===== config.mk =====
export PLATFORM = sky130hd
export DESIGN_NAME = neuron_mac_16bit
export DESIGN_NICKNAME = d
export VERILOG_FILES = /design/src/rtl/neuron_mac_16bit.sv
export SDC_FILE = /design/constraint.sdc
export NUM_CORES = 1
export LEC_CHECK = 0
export CELL_PAD_IN_SITES_DETAIL_PLACEMENT = 1
export CELL_PAD_IN_SITES_GLOBAL_PLACEMENT = 1
export CORE_AREA = 2 2 186 188
export DETAILED_ROUTE_END_ITERATION = 7
export DIE_AREA = 0 0 188 190
export PLACE_DENSITY = 0.77
export SYNTH_ARGS = -nofsm -noshare
export SYNTH_HDL_FRONTEND = slang
export SYNTH_SLANG_ARGS = --single-unit

===== constraint.sdc =====
create_clock -name clk_i -period 3 [get_ports clk_i]
set_input_delay 0.3 -clock clk_i [delete_from_list [all_inputs] [get_ports clk_i]]
set_output_delay 0.3 -clock clk_i [all_outputs]
set_load 0.1 [all_outputs]

===== src/rtl/neuron_mac_16bit.sv =====
// Sequential multiply-accumulate neuron front end: bias + sum(x*w) over N_INPUTS
// streamed Q8.8 operand pairs, accumulated in Q24.16 and saturated back to Q8.8.
module neuron_mac_16bit #(
  parameter int N_INPUTS = 4,
  parameter int ACC_W    = 40
) (
  input  logic        clk_i,
  input  logic        rst_ni,
  input  logic        start_i,
  input  logic [15:0] bias_i,
  input  logic        in_valid_i,
  output logic        in_ready_o,
  input  logic [15:0] x_in_i,
  input  logic [15:0] w_in_i,
  output logic        out_valid_o,
  input  logic        out_ready_i,
  output logic [15:0] sum_out_o,
  output logic        sat_o,
  output logic        busy_o
);

  typedef enum logic [1:0] {IDLE, ACCUM, SAT, OUT} state_e;

  localparam logic [7:0]              LAST    = 8'(N_INPUTS - 1);
  localparam logic signed [ACC_W-1:0] SAT_MAX = ACC_W'(32767);
  localparam logic signed [ACC_W-1:0] SAT_MIN = ACC_W'(-32768);

  state_e                  state_q, state_d;
  logic signed [ACC_W-1:0] acc_q, acc_d;
  logic [7:0]              count_q, count_d;
  logic [15:0]             sum_q, sum_d;
  logic                    sat_q, sat_d;

  logic signed [15:0]      xSigned, wSigned;
  logic signed [31:0]      product;
  logic signed [ACC_W-1:0] shifted;

  assign xSigned = x_in_i;
  assign wSigned = w_in_i;
  assign product = 32'(xSigned) * 32'(wSigned);
  // Arithmetic shift drops the extra fractional byte, rounding toward -inf
  assign shifted = acc_q >>> 8;

  always_ff @(posedge clk_i or negedge rst_ni) begin
    if (!rst_ni) begin
      state_q <= IDLE;
      acc_q   <= '0;
      count_q <= '0;
      sum_q   <= '0;
      sat_q   <= 1'b0;
    end else begin
      state_q <= state_d;
      acc_q   <= acc_d;
      count_q <= count_d;
      sum_q   <= sum_d;
      sat_q   <= sat_d;
    end
  end

  always_comb begin
    state_d = state_q;
    acc_d   = acc_q;
    count_d = count_q;
    sum_d   = sum_q;
    sat_d   = sat_q;
    case (state_q)
      IDLE: begin
        if (start_i) begin
          acc_d   = {{(ACC_W-24){bias_i[15]}}, bias_i, 8'h00};
          count_d = '0;
          state_d = ACCUM;
        end
      end
      ACCUM: begin
        if (in_valid_i) begin
          acc_d   = acc_q + {{(ACC_W-32){product[31]}}, product};
          count_d = count_q + 8'd1;
          if (count_q == LAST) state_d = SAT;
        end
      end
      SAT: begin
        if (shifted > SAT_MAX) begin
          sum_d = 16'h7FFF;
          sat_d = 1'b1;
        end else if (shifted < SAT_MIN) begin
          sum_d = 16'h8000;
          sat_d = 1'b1;
        end else begin
          sum_d = shifted[15:0];
          sat_d = 1'b0;
        end
        state_d = OUT;
      end
      OUT: begin
        // The result value is left in place after the handshake; only the flag clears
        if (out_ready_i) begin
          sat_d   = 1'b0;
          state_d = IDLE;
        end
      end
      default: state_d = IDLE;
    endcase
  end

  assign in_ready_o  = (state_q == ACCUM);
  assign out_valid_o = (state_q == OUT);
  assign busy_o      = (state_q != IDLE);
  assign sum_out_o   = sum_q;
  assign sat_o       = sat_q;

endmodule


==> metrics.txt <==
Pins Over Slew Limit 0; CTS clk-pin slew, worst paths 0.06 ns; #FFs+latches synth 67; ys async rst share 100%; Detail Route Antenna Nets 0; largest net degree at the start of global routing 36; Detailed Place HPWL 41000 um; clk sinks 67; crit path DAT 9.14 ns; FP Rows 68; # IOs 73; M3 GR Usage 6.11%; pre-CTS setup slack -5.74 ns; DRC 0; global-route wire length before repair 103000 um; Vias/cell 6.28; CP startpoint kind input pin; Root Buffer clkbuf_16; Filler Cell Count 3653; initial DRC count 1404; post-synth cell types 69; critical path data required time 3.29 ns; routed length per instance 31.9 um; CP startpoint x_in_i[15]; Yosys warning count 0; crit path setup slack, layout -5.85 ns; hold violation total from the final report 0; failing checks setup timing; Synth Flop Type dfrtp_1; slowest CP cell fa_1; Post-synth EDFFs 0; Inserted Diodes 0; Most Crowded Layer GR met2; CTS H-tree depth 3; Max Cap Violations 0; Chip Height 190 um; grt total ovfl 0; status complete, but fails checks; RSZ-0062 raised after global routing yes; Die Area 35700 sq um; R2R Path End acc_q[27]$_DFFE_PN0P_; setup slack, reg-to-reg -0.50 ns; Die W 188 um; All-Layer GR Usage 38.2%; Slew @ Worst Pin 0.930 ns; Crit Path Class in -> reg; sequential area share after synthesis 11.4%; Critical Path Sink Type flip-flop; final setup fails 36; Mean Syn Cell Area 8.97 sq um; met1 Track Usage GR 40.7%; Clock Latency Late Sink 0.39 ns; CP peak stage delay 0.82 ns; antenna violations before repair 3; Initial Utilization 43.2%; post-synthesis cell area 14700 sq um; CP endpoint acc_q[38]$_DFFE_PN0P_; hold crit path type in -> async; Worst slew margin 38.0%; vias in the first global route 17502; CTS tree yes; maximum buffer depth of the clock tree 2; RePlAce Congestion 0.856; drt pass-1 iters 6; total CTS buffers 9; share of layout cells above drive strength 1 40.6%; depth of the most critical reg-to-reg path 14; fmax 0.113 GHz; share of the clock period used by the worst path 295%; reg-to-reg critical path startpoint acc_q[2]$_DFFE_PN0P_; Core Box Area 33900 sq um; final setup skew 0.0307 ns; area growth from synthesis to layout 47.5%; met2 usage in global routing 68.9%; Final Critical Period 8.85 ns; most common cell after layout, fill and taps aside buf_4; most used cell, CP fa_1; Multi-input gate area 13500 sq um; register area 1680 sq um; Net Count, Synth 2080; CP max FO 4; # port buffers 72; layout net count 2519; synthesized instance count 1635; Routed WL 80900 um; vias 15924; most frequent cells in the layout buf_4, inv_1, fa_1
==> Yosys cell counts, types with 3 or more instances <==
master    number  area [sq um]
a211o_1        5          43.8
a211oi_1       5          37.5
a21boi_0       3          22.5
a21o_1        29           218
a21oi_1       75           375
a221oi_1       3          26.3
a22oi_1       14           105
a31oi_1        6          37.5
and2_1       126           788
and3_1        11          68.8
clkbuf_1      50           188
dfrtp_1       67          1680
fa_1         263          5270
ha_1         129          1610
inv_1        333          1250
nand2_1      153           574
nand2b_1      12          75.1
nand3_1       13          65.1
nand4_1       11          68.8
nor2_1        49           184
nor2b_1       15          93.8
nor3_1        11          55.1
nor4_1         5          31.3
o211ai_1      18           135
o21a_1        10          75.1
o21ai_0       85           425
o21ai_1        3          15.0
o21bai_1       7          52.6
o22ai_1        4          25.0
o31ai_1        3          22.5
xnor2_1       42           368
xor2_1        24           210
==> area by class of cell <==
type | instances | area share (%)
clock buffer | 9 | 1.04
clock inverter | 7 | 0.561
inverter | 333 | 5.78
multi-input combinational | 1181 | 62.2
sequential | 67 | 7.75
tap | 455 | 2.63
timing repair buffer | 482 | 20.0
==> through the flow <==
stage | hold WS (ns) | cells | setup TNS, ns | area [sq um] | util, %
final | 0.0708 | 2534 | -156.78 | 21600 | 63.7
after floorplan | 0.00441 | 1635 | -110.27 | 15600 | -
after detailed placement | 0.467 | 2399 | -158.97 | 18800 | 55.4
after global placement | 0.450 | 2399 | -152.92 | 18800 | 55.4
after CTS | 0.0999 | 2510 | -131.18 | 20800 | 61.4
after global routing | 0.121 | 2534 | -157.71 | 21600 | 63.7
==> registers in the layout (all words and copies together) (netlist names) <==
signal     count
acc_q         40
sum_out_o     16
count_q        8
state_q        2
sat_o          1
==> layer usage <==
metal / up-vias / wire length (um)
met3: 664 / 7170
met2: 1249 / 38700
li1: 6040 / -
met5: - / 23
met1: 7967 / 26200
met4: 4 / 8760
==> what timing repair did <==
item	in CTS	in global routing
pin swaps	209	119
buffers inserted	95	31
gates cloned	7	0
setup endpoints to repair	37	37
gates resized for setup	371	131
hold buffers	0	0
==> worst max-delay path: cells and delay by family <==
| kind | cells | cell delay [ns] |
|---|---|---|
| adder cells (fa/ha/maj) | 8 | 4.11 |
| AO/OA/AOI/OAI | 9 | 2.06 |
| AND/OR/NAND/NOR | 6 | 1.41 |
| buffers and inverters | 7 | 1.04 |
| XOR/XNOR | 1 | 0.18 |
==> worst min path at each step <==
stage                                   to  cells past startpoint
floorplan             acc_q[0]$_DFFE_PN0P_                      0
global placement    count_q[7]$_DFFE_PN0P_                      1
detailed placement  state_q[1]$_DFFE_PN0P_                      1
CTS                 state_q[1]$_DFFE_PN0P_                      1
global route        state_q[1]$_DFFE_PN0P_                      1
finish              state_q[1]$_DFFE_PN0P_                      1
==> cells by family (layout without fill, tap and decap cells) <==
kind of cell / count (synthesis) / after routing / share of synthesized area [%]
adder cells (fa/ha/maj): 392 / 392 / 46.9
multiplexers: 4 / 4 / 0.290
XOR/XNOR: 68 / 68 / 4.16
AND/OR/NAND/NOR: 423 / 423 / 14.6
buffers and inverters: 387 / 831 / 9.97
AO/OA/AOI/OAI: 294 / 294 / 12.6
flip-flops: 67 / 67 / 11.4
Power is not shown: default switching activity piles up to over one toggle a cycle in this logic, so the estimate is an artifact.
